`src/rtl/hazard_scoreboard_ctrl_pkg.sv`:
```
// hazard_scoreboard_ctrl_pkg
//   Types and constants shared by the hazard/scoreboard controller and its
//   scoreboard sub-module: the FSM state encoding, the fixed index of the
//   PC stall bit, and default sizing for the pipeline it serves.
package hazard_scoreboard_ctrl_pkg;

  // Controller FSM states. The encoding is visible on the debug output, so
  // the numeric values are fixed.
  typedef enum logic [1:0] {
    ST_IDLE     = 2'd0,
    ST_REDIRECT = 2'd1,
    ST_DRAIN    = 2'd2,
    ST_KILL     = 2'd3
  } hsc_state_e;

  // Bit 0 of the stall vector gates the program counter.
  localparam int PC_IDX = 0;

  // Default pipeline geometry: five stages, execute in stage 2.
  localparam int NSTAGE_DEFAULT  = 5;
  localparam int EXE_IDX_DEFAULT = 2;
  localparam int NREG_DEFAULT    = 32;
  localparam int CNT_W_DEFAULT   = 32;

endpackage

```
`src/rtl/hazard_scoreboard.sv`:
```
// hazard_scoreboard
//   Tracks which architectural registers are waiting on a long-latency
//   (mul/div) result and decides whether the instruction in ID must wait.
//
// Ports
//   i_clk, i_rst_n                 clock, asynchronous active-low reset
//   i_rs1_addr_id/i_rs2_addr_id    ID source registers
//   i_use_rs1_id/i_use_rs2_id      source register actually read
//   i_rd_addr_exe                  destination of the instruction in EXE
//   i_we_reg_exe/i_is_load_exe     EXE writes a register / is a load
//   i_ll_issue, i_ll_rd            long-latency op leaving ID and its rd
//   i_ll_done, i_ll_done_rd        long-latency result written back
//   o_sb_busy                      per-register busy flags (x0 never busy)
//   o_hazard                       ID must hold (load-use or busy source)
module hazard_scoreboard
  import hazard_scoreboard_ctrl_pkg::*;
#(
  parameter int NREG = NREG_DEFAULT,
  localparam int AW  = $clog2(NREG)
) (
  input  logic            i_clk,
  input  logic            i_rst_n,
  input  logic [AW-1:0]   i_rs1_addr_id,
  input  logic [AW-1:0]   i_rs2_addr_id,
  input  logic            i_use_rs1_id,
  input  logic            i_use_rs2_id,
  input  logic [AW-1:0]   i_rd_addr_exe,
  input  logic            i_we_reg_exe,
  input  logic            i_is_load_exe,
  input  logic            i_ll_issue,
  input  logic [AW-1:0]   i_ll_rd,
  input  logic            i_ll_done,
  input  logic [AW-1:0]   i_ll_done_rd,
  output logic [NREG-1:0] o_sb_busy,
  output logic            o_hazard
);

  logic [NREG-1:0] r_busy;
  logic [NREG-1:0] w_busy_next;
  logic            w_load_rd_valid;
  logic            w_rs1_hit;
  logic            w_rs2_hit;

  // The clear is applied after the set so that a register issued and
  // completed in the same cycle ends up not busy. Register 0 is hardwired
  // to zero and can never be waited on.
  always_comb begin
    w_busy_next = r_busy;
    for (int i = 1; i < NREG; i++) begin
      if (i_ll_issue && (i_ll_rd == AW'(i))) begin
        w_busy_next[i] = 1'b1;
      end
      if (i_ll_done && (i_ll_done_rd == AW'(i))) begin
        w_busy_next[i] = 1'b0;
      end
    end
    w_busy_next[0] = 1'b0;
  end

  always_ff @(posedge i_clk or negedge i_rst_n) begin
    if (!i_rst_n) begin
      r_busy <= '0;
    end else begin
      r_busy <= w_busy_next;
    end
  end

  // A load in EXE only produces its data at the end of MEM, so any reader
  // directly behind it must wait one cycle.
  assign w_load_rd_valid = i_is_load_exe & i_we_reg_exe & (i_rd_addr_exe != '0);

  assign w_rs1_hit = i_use_rs1_id &
                     (r_busy[i_rs1_addr_id] |
                      (w_load_rd_valid & (i_rs1_addr_id == i_rd_addr_exe)));
  assign w_rs2_hit = i_use_rs2_id &
                     (r_busy[i_rs2_addr_id] |
                      (w_load_rd_valid & (i_rs2_addr_id == i_rd_addr_exe)));

  assign o_hazard  = w_rs1_hit | w_rs2_hit;
  assign o_sb_busy = r_busy;

endmodule

```
`src/rtl/hazard_scoreboard_ctrl.sv`:
```
// hazard_scoreboard_ctrl
//   Pipeline stall/flush controller. Combines data hazards from the
//   scoreboard with memory-side stalls into a per-boundary stall chain,
//   inserts bubbles where a stalled stage feeds a moving one, and runs a
//   small FSM for branch redirects, fences and mode switches.
//
// Ports
//   i_clk, i_rst_n                 clock, asynchronous active-low reset
//   i_rs*/i_use_rs*/i_rd_addr_exe/
//   i_we_reg_exe/i_is_load_exe     hazard inputs (see hazard_scoreboard)
//   i_ll_issue/i_ll_rd/
//   i_ll_done/i_ll_done_rd         long-latency scoreboard updates
//   i_error_prediction             branch mispredicted, redirect fetch
//   i_fence_req                    drain the pipeline, then kill younger
//   i_switch_mode                  flush everything immediately
//   i_if_stall, i_mem_stall        fetch / data memory not ready
//   o_stall[NSTAGE]                bit 0 = PC, bit k = boundary k
//   o_flush[NSTAGE]                bit k = bubble into boundary k, bit 0 = 0
//   o_sb_busy[NREG]                scoreboard flags
//   o_fsm_state[2]                 debug view of the controller state
//   o_stall_cycles[CNT_W]          saturating count of PC-stall cycles
module hazard_scoreboard_ctrl
  import hazard_scoreboard_ctrl_pkg::*;
#(
  parameter int NSTAGE  = NSTAGE_DEFAULT,
  parameter int NREG    = NREG_DEFAULT,
  parameter int EXE_IDX = EXE_IDX_DEFAULT,
  parameter int CNT_W   = CNT_W_DEFAULT,
  localparam int AW     = $clog2(NREG)
) (
  input  logic              i_clk,
  input  logic              i_rst_n,
  input  logic [AW-1:0]     i_rs1_addr_id,
  input  logic [AW-1:0]     i_rs2_addr_id,
  input  logic              i_use_rs1_id,
  input  logic              i_use_rs2_id,
  input  logic [AW-1:0]     i_rd_addr_exe,
  input  logic              i_we_reg_exe,
  input  logic              i_is_load_exe,
  input  logic              i_ll_issue,
  input  logic [AW-1:0]     i_ll_rd,
  input  logic              i_ll_done,
  input  logic [AW-1:0]     i_ll_done_rd,
  input  logic              i_error_prediction,
  input  logic              i_fence_req,
  input  logic              i_switch_mode,
  input  logic              i_if_stall,
  input  logic              i_mem_stall,
  output logic [NSTAGE-1:0] o_stall,
  output logic [NSTAGE-1:0] o_flush,
  output logic [NREG-1:0]   o_sb_busy,
  output logic [1:0]        o_fsm_state,
  output logic [CNT_W-1:0]  o_stall_cycles
);

  function automatic logic [NSTAGE-1:0] bitRange(input int lo, input int hi);
    logic [NSTAGE-1:0] m;
    m = '0;
    for (int k = lo; k <= hi; k++) begin
      m[k] = 1'b1;
    end
    return m;
  endfunction

  localparam logic [NSTAGE-1:0] ALL_BOUNDARIES = bitRange(1, NSTAGE - 1);
  localparam logic [NSTAGE-1:0] FRONT_FLUSH    = bitRange(1, EXE_IDX);
  localparam logic [NSTAGE-1:0] FRONT_STALL    = bitRange(PC_IDX, EXE_IDX);
  localparam logic [NSTAGE-1:0] DRAIN_STALL    = bitRange(PC_IDX, EXE_IDX - 1);
  localparam logic [CNT_W-1:0]  CNT_MAX        = '1;
  localparam logic [CNT_W-1:0]  CNT_ONE        = CNT_W'(1);

  logic              w_hazard;
  logic [NREG-1:0]   w_sb_busy;
  logic [NSTAGE-1:0] w_base_stall;
  logic [NSTAGE-1:0] w_stall;
  logic [NSTAGE-1:0] w_kill;
  logic [NSTAGE-1:0] w_flush;
  hsc_state_e        r_state;
  hsc_state_e        w_state_next;
  logic [CNT_W-1:0]  r_stall_cycles;

  hazard_scoreboard #(
    .NREG (NREG)
  ) u_scoreboard (
    .i_clk         (i_clk),
    .i_rst_n       (i_rst_n),
    .i_rs1_addr_id (i_rs1_addr_id),
    .i_rs2_addr_id (i_rs2_addr_id),
    .i_use_rs1_id  (i_use_rs1_id),
    .i_use_rs2_id  (i_use_rs2_id),
    .i_rd_addr_exe (i_rd_addr_exe),
    .i_we_reg_exe  (i_we_reg_exe),
    .i_is_load_exe (i_is_load_exe),
    .i_ll_issue    (i_ll_issue),
    .i_ll_rd       (i_ll_rd),
    .i_ll_done     (i_ll_done),
    .i_ll_done_rd  (i_ll_done_rd),
    .o_sb_busy     (w_sb_busy),
    .o_hazard      (w_hazard)
  );

  // Natural stall chain. A memory stall freezes everything from MEM back;
  // a data hazard additionally freezes everything upstream of EXE; a fetch
  // stall only holds the PC. The last boundary feeds write-back, which
  // never stalls, so a memory stall shows up there as a bubble instead.
  always_comb begin
    w_base_stall = '0;
    for (int k = 1; k < NSTAGE - 1; k++) begin
      w_base_stall[k] = (k < EXE_IDX) ? (i_mem_stall | w_hazard) : i_mem_stall;
    end
    w_base_stall[PC_IDX] = i_mem_stall | w_hazard | i_if_stall;
  end

  // Controller FSM: overrides the natural stall chain and adds kill terms.
  // A mode switch beats everything; a misprediction flushes the front end
  // and, if fetch cannot take the new PC yet, parks in REDIRECT holding the
  // PC until it can. DRAIN freezes the front end while older work retires.
  always_comb begin
    w_stall      = w_base_stall;
    w_kill       = '0;
    w_state_next = r_state;
    case (r_state)
      ST_IDLE, ST_REDIRECT: begin
        if (i_switch_mode) begin
          w_stall      = '0;
          w_kill       = ALL_BOUNDARIES;
          w_state_next = ST_IDLE;
        end else if (i_error_prediction || ((r_state == ST_REDIRECT) && i_if_stall)) begin
          w_stall         = w_base_stall & ~FRONT_STALL;
          w_stall[PC_IDX] = i_if_stall;
          w_kill          = FRONT_FLUSH;
          w_state_next    = i_if_stall ? ST_REDIRECT : ST_IDLE;
        end else if (r_state == ST_REDIRECT) begin
          w_state_next = ST_IDLE;
        end else if (i_fence_req) begin
          w_state_next = ST_DRAIN;
        end
      end
      ST_DRAIN: begin
        if (i_switch_mode) begin
          w_stall      = '0;
          w_kill       = ALL_BOUNDARIES;
          w_state_next = ST_IDLE;
        end else begin
          w_stall         = w_base_stall | DRAIN_STALL;
          w_kill[EXE_IDX] = 1'b1;
          if ((w_sb_busy == '0) && !i_mem_stall) begin
            w_state_next = ST_KILL;
          end
        end
      end
      // KILL: a single cycle that discards everything younger than the fence.
      default: begin
        w_stall      = '0;
        w_kill       = ALL_BOUNDARIES;
        w_state_next = ST_IDLE;
      end
    endcase
  end

  // Bubble insertion: a stalled stage feeding a moving one must hand it a
  // bubble, otherwise the moving stage would duplicate its instruction.
  always_comb begin
    w_flush = w_kill;
    for (int k = 1; k < NSTAGE; k++) begin
      w_flush[k] = w_kill[k] | (w_stall[k-1] & ~w_stall[k]);
    end
    w_flush[PC_IDX] = 1'b0;
  end

  // State register. Reset drops any pending redirect or drain outright.
  always_ff @(posedge i_clk or negedge i_rst_n) begin
    if (!i_rst_n) begin
      r_state <= ST_IDLE;
    end else begin
      r_state <= w_state_next;
    end
  end

  // Performance counter of cycles the PC was held; sticks at all-ones.
  always_ff @(posedge i_clk or negedge i_rst_n) begin
    if (!i_rst_n) begin
      r_stall_cycles <= '0;
    end else if (w_stall[PC_IDX] && (r_stall_cycles != CNT_MAX)) begin
      r_stall_cycles <= r_stall_cycles + CNT_ONE;
    end
  end

  assign o_stall        = w_stall;
  assign o_flush        = w_flush;
  assign o_sb_busy      = w_sb_busy;
  assign o_fsm_state    = r_state;
  assign o_stall_cycles = r_stall_cycles;

endmodule

```
`config.mk`:
```
export PLATFORM = sky130hd
export DESIGN_NAME = hazard_scoreboard_ctrl
export DESIGN_NICKNAME = d
export VERILOG_FILES = /design/src/rtl/hazard_scoreboard_ctrl_pkg.sv /design/src/rtl/hazard_scoreboard.sv /design/src/rtl/hazard_scoreboard_ctrl.sv
export SDC_FILE = /design/constraint.sdc
export NUM_CORES = 1
export LEC_CHECK = 0
export ABC_AREA = 1
export BUFFER_PORTS_ARGS = -buffer_cell sky130_fd_sc_hd__buf_2
export CORE_MARGIN = 1.5
export CORE_UTILIZATION = 35
export CTS_CLUSTER_SIZE = 20
export DETAILED_ROUTE_END_ITERATION = 16
export RECOVER_POWER = 50
export REMOVE_ABC_BUFFERS = 1
export SLEW_MARGIN = 10
export SYNTH_ARGS = -nofsm -noshare
export SYNTH_HDL_FRONTEND = slang
export SYNTH_HIERARCHICAL = 1
export SYNTH_SLANG_ARGS = --single-unit
```
`constraint.sdc`:
```
create_clock -name i_clk -period 2.9 [get_ports i_clk]
set_clock_uncertainty 0.1 [all_clocks]
set_input_delay 0.58 -clock i_clk [delete_from_list [all_inputs] [get_ports i_clk]]
set_output_delay 0.58 -clock i_clk [all_outputs]
set_load 0.01 [all_outputs]
```
==> results of run 1 <==
cell usage in the layout (no fill, tap or decap), types with 5 or more instances in the layout:
cell type | synthesis | final
a21oi_1 | 32 | 32
inv_2 | 3 | 26
nand2_2 | 4 | 5
xnor2_1 | 11 | 11
clkbuf_16 | 0 | 9
nand3_1 | 79 | 72
clkbuf_1 | 4 | 8
nand3_2 | 0 | 7
dfrtp_1 | 65 | 65
buf_2 | 4 | 102
inv_1 | 86 | 61
nand2_1 | 340 | 339
xor2_1 | 13 | 13
buf_4 | 5 | 6
nor2_1 | 131 | 131
registers in the layout, indices dropped and copies added, names as in the netlist:
name,cells
u_scoreboard/o_sb_busy,31
o_stall_cycles,32
o_fsm_state,2
timing repair:
action / in CTS / in global routing
setup buffers: 0 / 0
endpoints found under the setup margin: 0 / 3
hold buffers: 0 / 0
resized for setup: 0 / 45
cells by family after synthesis:
kind of cell               Yosys count
and+or+nand+nor                    569
buffers and inverters              111
DFF                                 65
AOI/OAI and AO/OA                   38
other                                2
adders and majority gates            1
xor gates and xnor gates            24
routing by layer:
metal  share of wire (%)  vias up  track usage (%)  routed length [um]
li1                    -     2701                -                   -
met1                  42     2409             27.2                6430
met2                  49      199             38.3                7520
met3                 7.3       18             5.05                1120
met4                 1.6        0             6.47                 244
met5                   0        -                0                   0
layout make-up:
class	instances	share of cell area, %
clock inverters	4	1.66
flip-flops and latches	65	27.3
repair buffers	121	10.9
clock buffers	12	4.30
well taps	176	3.69
multi-input cells	635	46.3
inverters	90	5.85
through the flow:
stage / setup slack [ns] / setup TNS (ns)
5_1_grt: -0.0143 / -0.0143
3_3_place_gp: 0.0989 / 0
4_1_cts: 0.0821 / 0
2_1_floorplan: 0.451 / 0
6_report: 0.150 / 0
3_5_place_dp: 0.0895 / 0
path summary, 6_finish.rpt:
path,end,slack [ns],depth (start not counted)
setup / recovery,o_flush[1],0.15,16
hold / removal,o_fsm_state[0],0.36,2
setup reg to reg,o_stall_cycles[15],0.65,20
hold reg to reg,o_stall_cycles[30],0.46,2
max in group asynchronous,u_scoreboard/o_sb_busy[16],0.58,2
min in group asynchronous,o_stall_cycles[7],0.42,1
worst register-to-register path: cells and delay by family (launching register included):
kind	cells	cell delay [ns]
buf+inv	4	0.59
flops	1	0.40
simple gates	16	1.12
power groups by stage:
stage          Sequential [uW]  Clock [uW]  Combinational, uW
2_1_floorplan             1230           0                412
3_3_place_gp              1190           0                851
3_5_place_dp              1190           0                842
4_1_cts                   1180        1330                848
5_1_grt                   1210        1370                963
6_report                  1190        1300                861
==> impl_metrics.csv, run 1 <==
group,metric,value,unit
outcome,status,"finished, final reports clean",
min_path,worstHoldStart,"i_switch_mode",
logic_synthesis,yosys_warnings,6,
logic_synthesis,synth.most_common_cell,"nand2_1",
logic_synthesis,ys_seq_area_share,33.5,%
power,power.clock.fraction,38.9,%
critical_path,critPathRequiredTime,2.22,ns
die,core,0.0134,sq mm
critical_path,worst_path_most_repeated_cell,"nand2_1",
critical_path,cp-end-kind,"output pin",
die,die_w,121,um
grt,grt_first_pass_wirelength,25.2,mm
logic_synthesis,synth_compound_area_share,3.97,%
placement,placed_area,0.00555,sq mm
critical_path,crit_fanout,9,
layout,layout.cells.non_filler,1103,
grt,grt_start_max_net_pins,42,
die,die_y,121,um
critical_path,critPathMaxStageDelay,0.19,ns
logic_synthesis,synth_area,0.00485,sq mm
timing,finalCritPeriodShare,94.8,%
placement,dp.cells,1085,
detailed_routing,dr.pass1.iters,5,
power,power_frac_seq,35.5,%
power,p_sw,1120,uW
critical_path,cp_top_family,"simple AND/OR/NAND/NOR gates",
detailed_routing,drc,0,
critical_path,critPathArrivalTime,2.07,ns
layout,diodes,0,
logic_synthesis,synth_top_family_by_area,"simple AND/OR/NAND/NOR gates",
timing,worst_slew_pin_slew,1.33,ns
power,p_total,3350,uW
layout,finish.utilization,44.5,%
detailed_routing,drt-vias-per-instance,4.83,
layout,multi_input_area,0.00276,sq mm
logic_synthesis,synth_top_cell_area_share,33.5,%
logic_synthesis,synthXorXnorAreaFrac,4.33,%
detailed_routing,wl_per_cell,13.9,um
layout,ff_latch_area,0.00163,sq mm
logic_synthesis,ys.flop_type,"dfrtp_1",
power,leakagePower,0.00301,uW
die,ioPinCount,114,
grt,track_usage,22.1,%
critical_path,cp_cell_sequence,"buf_2 -> buf_4 -> xnor2_1 -> nand2_1 -> nor2_1 -> nand4_1 -> nand3_2 -> nand2_1 -> nand2_1 -> inv_1 -> nand2_2 -> nand2_1 -> nand3_1 -> nand2_1 -> o21ai_1 -> buf_2",
critical_path,worstSetupPathType,"in2out",
clock_tree,cts_max_level,3,
detailed_routing,ant_nets,0,
layout,area_growth,22.9,%
layout,drive_gt1_share,18.9,%
job,drv_cap,0,
critical_path,r2r_start,"u_scoreboard/o_sb_busy[27]",
placement,io_buffers,110,
logic_synthesis,synth_fa_ha_area_share,0.258,%
layout,finalNetCount,961,
timing,drv_slew,0,
timing,finalCriticalPeriod,2.75,ns
timing,relSlewSlack,11.3,%
power,power_per_cell_area,562,mW/mm^2
logic_synthesis,avgSynthCellArea,5.99,sq um
power,peakVddDrop,0.280,mV
min_path,hold_class,"in2reg",
grt,antenna_found_initial,0,
logic_synthesis,synth_cell_types,28,
detailed_routing,drt-total-wl,15.3,mm
logic_synthesis,synth_enable_flop_cells,0,
critical_path,crit_start,"i_rs2_addr_id[1]",
logic_synthesis,synthSimpleGateAreaFrac,47.3,%
logic_synthesis,synthMuxAreaShare,0,%
logic_synthesis,ys_ff_latch,65,
logic_synthesis,synth_area_leaders,"dfrtp_1 (34%), nand2_1 (26%), nor2_1 (10%)",
logic_synthesis,synthArstFlopShare,100,%
timing,fin_hold_ws,0.358,ns
grt,overflow,0,
clock_tree,cts-root-buf,"clkbuf_16",
power,swShare,33.3,%
die,dieArea,0.0146,sq mm
clock_tree,clockBufferDepth,2,
critical_path,crit_buf_inv,4,
critical_path,start_kind,"input pin",
power,intPower,2240,uW
logic_synthesis,synth_top_cell_by_area,"dfrtp_1",
timing,setup_violations,0,
critical_path,slowest_stage,"buf_4",
clock_tree,clk_pin_slew_worst_paths,0.05,ns
layout,fillerInstances,1483,
clock_tree,clk_latency,0.34,ns
grt,grt_pass1_vias,5087,
clock_tree,cts_tree,"done",
die,initial_core_util,36.2,%
timing,fmax,364,MHz
logic_synthesis,synthCells,810,
timing,hold_viol_final,0,
logic_synthesis,synth.cells.most_frequent,"nand2_1 (340), nor2_1 (131), inv_1 (86)",
placement,hpwl,11.8,mm
clock_tree,clock_sinks,65,
die,rows,42,
detailed_routing,drt_iter0_markers,363,
layout,final_area,0.00596,sq mm
detailed_routing,vias,5327,
power,p_comb_share,25.7,%
placement,place_congestion,0.871,
clock_tree,cts_made_buffers,9,
Power figures use the tool's default switching activity.
==> inputs of run 2 (changes only) <==
--- a/config.mk
+++ b/config.mk
@@ -5,7 +5,6 @@
 export SDC_FILE = /design/constraint.sdc
 export NUM_CORES = 1
 export LEC_CHECK = 0
-export ABC_AREA = 1
 export BUFFER_PORTS_ARGS = -buffer_cell sky130_fd_sc_hd__buf_2
 export CORE_MARGIN = 1.5
 export CORE_UTILIZATION = 35
==> run 2 against run 1 <==
The flow now finishes with violations (negative setup slack). Sequential cell count is the same. Clock power shrank 34%. Area after synthesis shrank 20%. Via count shrank 28%. Final cell count shrank 36%. Non-clock buffer count grew 58. Sequential share of layout area grew 2.8 points. First-iteration DRC count shrank 20%. Count of clock-buffer cells in the layout is the same. Critical path depth shrank 6. Design area shrank 9.1%. Fmax shrank 19%. Critical endpoint is now o_stall[0]. Largest power group is now sequential cells. Highest routed layer unchanged.
==> impl_metrics.csv, run 2 <==
group,metric,value,unit
outcome,status,"finished with violations",
outcome,violations,"negative setup slack",
power,p_sw,1030,uW
layout,ff_latch_area,0.00163,sq mm
layout,final_area,0.00542,sq mm
logic_synthesis,synthArstFlopShare,100,%
layout,final_cell_mix,"buf_2 (102), dfrtp_1 (64), a21oi_1 (61)",
detailed_routing,drt_iter0_markers,291,
timing,relSlewSlack,26.8,%
grt,antenna_found_initial,0,
clock_tree,clock_sinks,65,
detailed_routing,ant_nets,0,
logic_synthesis,ys_ff_latch,65,
logic_synthesis,synth_enable_flop_cells,0,
detailed_routing,met3_length,956,um
logic_synthesis,ys_seq_area_share,41.9,%
critical_path,critPathRequiredTime,2.22,ns
power,power_frac_seq,38.5,%
power,intPower,2090,uW
timing,fmax,294,MHz
detailed_routing,met2_length,5.27,mm
clock_tree,cts_max_level,3,
clock_tree,clk_pin_slew_worst_paths,0.07,ns
placement,io_buffers,110,
detailed_routing,drt-total-wl,11.9,mm
layout,finalNetCount,602,
logic_synthesis,avgSynthCellArea,9.94,sq um
die,initial_core_util,35.8,%
critical_path,cp_cell_sequence,"buf_6 -> or3_1 -> o311a_1 -> nand4_1 -> nor3_2 -> o41ai_2 -> nand3_1 -> o21ba_4 -> o31a_1 -> buf_2",
detailed_routing,drt-vias-per-instance,5.42,
timing,worst_slew_pin_slew,1.10,ns
job,drv_cap,0,
die,ioPinCount,114,
clock_tree,cts_made_buffers,9,
detailed_routing,dr.pass1.iters,5,
min_path,hold_class,"in2async",
layout,mostFrequentLayoutCell,"buf_2",
power,p_comb_share,34.1,%
layout,finish.utilization,50.0,%
layout,diodes,0,
die,dieArea,0.0117,sq mm
logic_synthesis,synth_area_leaders,"dfrtp_1 (42%), a21oi_1 (7.9%), xnor2_1 (5.2%)",
layout,drive_gt1_share,40.3,%
timing,finalCritPeriodShare,117,%
clock_tree,clk_latency,0.35,ns
grt,grt_pass1_vias,3757,
critical_path,start_kind,"input pin",
placement,hpwl,8.99,mm
grt,grt_start_max_net_pins,43,
clock_tree,cts_tree,"done",
die,rows,38,
timing,finalCriticalPeriod,3.40,ns
grt,overflow,0,
timing,grt_setup_unrepaired,"yes",
critical_path,cp-end-kind,"output pin",
placement,place_congestion,0.957,
timing,hold_viol_final,0,
layout,fillerInstances,1019,
logic_synthesis,synth_top_cell_by_area,"dfrtp_1",
logic_synthesis,ys.flop_type,"dfrtp_1",
placement,placed_area,0.00495,sq mm
power,peakVddDrop,0.377,mV
die,core,0.0108,sq mm
logic_synthesis,yosys_warnings,6,
layout,area_growth,39.5,%
logic_synthesis,synthCells,391,
layout,multi_input_area,0.00226,sq mm
critical_path,crit_fanout,2,
grt,grt_first_pass_wirelength,18.7,mm
logic_synthesis,synth.cells.most_frequent,"dfrtp_1 (65), a21oi_1 (61), xnor2_1 (23)",
critical_path,worstSetupPathType,"in2out",
detailed_routing,met1_length,5.27,mm
timing,finalWorstSetupSlack,-0.497,ns
critical_path,slowest_stage,"o41ai_2",
layout,largest_reg_flops,32,
critical_path,crit_buf_inv,2,
detailed_routing,wl_per_cell,16.7,um
critical_path,critPathArrivalTime,2.72,ns
die,die_y,108,um
logic_synthesis,synth_area,0.00389,sq mm
critical_path,critPathMaxStageDelay,0.40,ns
critical_path,cp_top_family,"compound AO/OA/AOI/OAI gates",
clock_tree,clockBufferDepth,2,
clock_tree,hold_buffers,0,
clock_tree,cts-root-buf,"clkbuf_8",
timing,fin_hold_ws,0.326,ns
power,leakagePower,0.00258,uW
power,swShare,32.9,%
power,power.clock.fraction,27.4,%
logic_synthesis,synth_cell_types,45,
detailed_routing,drc,0,
die,die_w,108,um
timing,setup_violations,36,
timing,drv_slew,0,
detailed_routing,vias,3840,
logic_synthesis,synth.most_common_cell,"dfrtp_1",
logic_synthesis,synth_top_cell_area_share,41.9,%
detailed_routing,routed.top_layer,"met4",
power,power_per_cell_area,576,mW/mm^2
grt,track_usage,20.6,%
run 2: changes by cell type after synthesis, sizes merged, moves of 8 or more:
cell    before  now
nand2      345   20
nand3       79   15
nor4         0    9
xnor2       11   23
nor2       133   22
a31oi        0    9
and3         0   10
nor2b        1    9
a21oi       32   61
inv         90    5
nand4        2   21
mux2i        0   11
mux4         0   12
nand2b       0   10
run 2: kinds of logic (layout without fill, tap and decap cells):
| group | after synthesis | count (layout) | share of synthesized area, % |
|---|---|---|---|
| AO/OA/AOI/OAI | 90 | 90 | 13.4 |
| flip-flops | 65 | 65 | 41.9 |
| AND/OR/NAND/NOR | 145 | 145 | 21.0 |
| other | 2 | 3 | 0.193 |
| adder cells (fa/ha/maj) | 1 | 1 | 0.322 |
| multiplexers | 28 | 28 | 11.7 |
| XOR/XNOR | 36 | 36 | 8.11 |
| buffers and inverters | 24 | 200 | 3.38 |
run 2: layer usage:
layer,vias to the layer above,track usage (%)
met5,-,0
met4,0,9.02
met3,29,5.06
met2,176,31.1
met1,1835,28.0
li1,1800,-
run 2: repair_timing:
item,CTS,global route
setup buffers,4,6
pin swaps,14,25
endpoints found under the setup margin,36,36
hold endpoints to repair,0,0
resized for setup,17,31
run 2: per-stage QoR:
stage / setup TNS, ns / total power, uW / setup WS (ns) / instances
floorplan: -3.52 / 1630 / -0.326 / 373
global placement: -17.42 / 2190 / -0.609 / 682
detailed placement: -19.71 / 2210 / -0.686 / 682
CTS: -6.77 / 3100 / -0.492 / 702
global route: -16.05 / 3290 / -0.613 / 708
finish: -11.10 / 3120 / -0.497 / 708
run 2: area by class of cell:
cell class	instances	area share (%)
Clock buffer	12	2.68
Tap cell	140	3.23
Timing Repair Buffer	179	20.5
Inverter	5	0.346
Clock inverter	4	1.41
Multi-Input combinational cell	303	41.8
Sequential cell	65	30.0
run 2: worst paths after layout:
path / startpoint / endpoint / slack (ns) / cells past startpoint
worst max-delay path: i_rd_addr_exe[1] / o_stall[0] / -0.50 / 10
worst min-delay path: i_rst_n / o_stall_cycles[0] / 0.33 / 1
worst max register to register: u_scoreboard/o_sb_busy[22] / o_stall_cycles[10] / -0.37 / 13
worst min register to register: o_stall_cycles[31] / o_stall_cycles[31] / 0.40 / 1
max in group asynchronous: i_rst_n / u_scoreboard/o_sb_busy[1] / 1.21 / 2
min in group i_clk: i_switch_mode / o_fsm_state[0] / 0.37 / 2
run 2: power groups by stage:
stage               clock network, uW  logic [uW]  registers, uW
floorplan                           0         348           1280
global placement                    0         987           1210
detailed placement                  0        1000           1210
CTS                               878        1030           1190
global route                      918        1160           1220
finish                            855        1060           1200
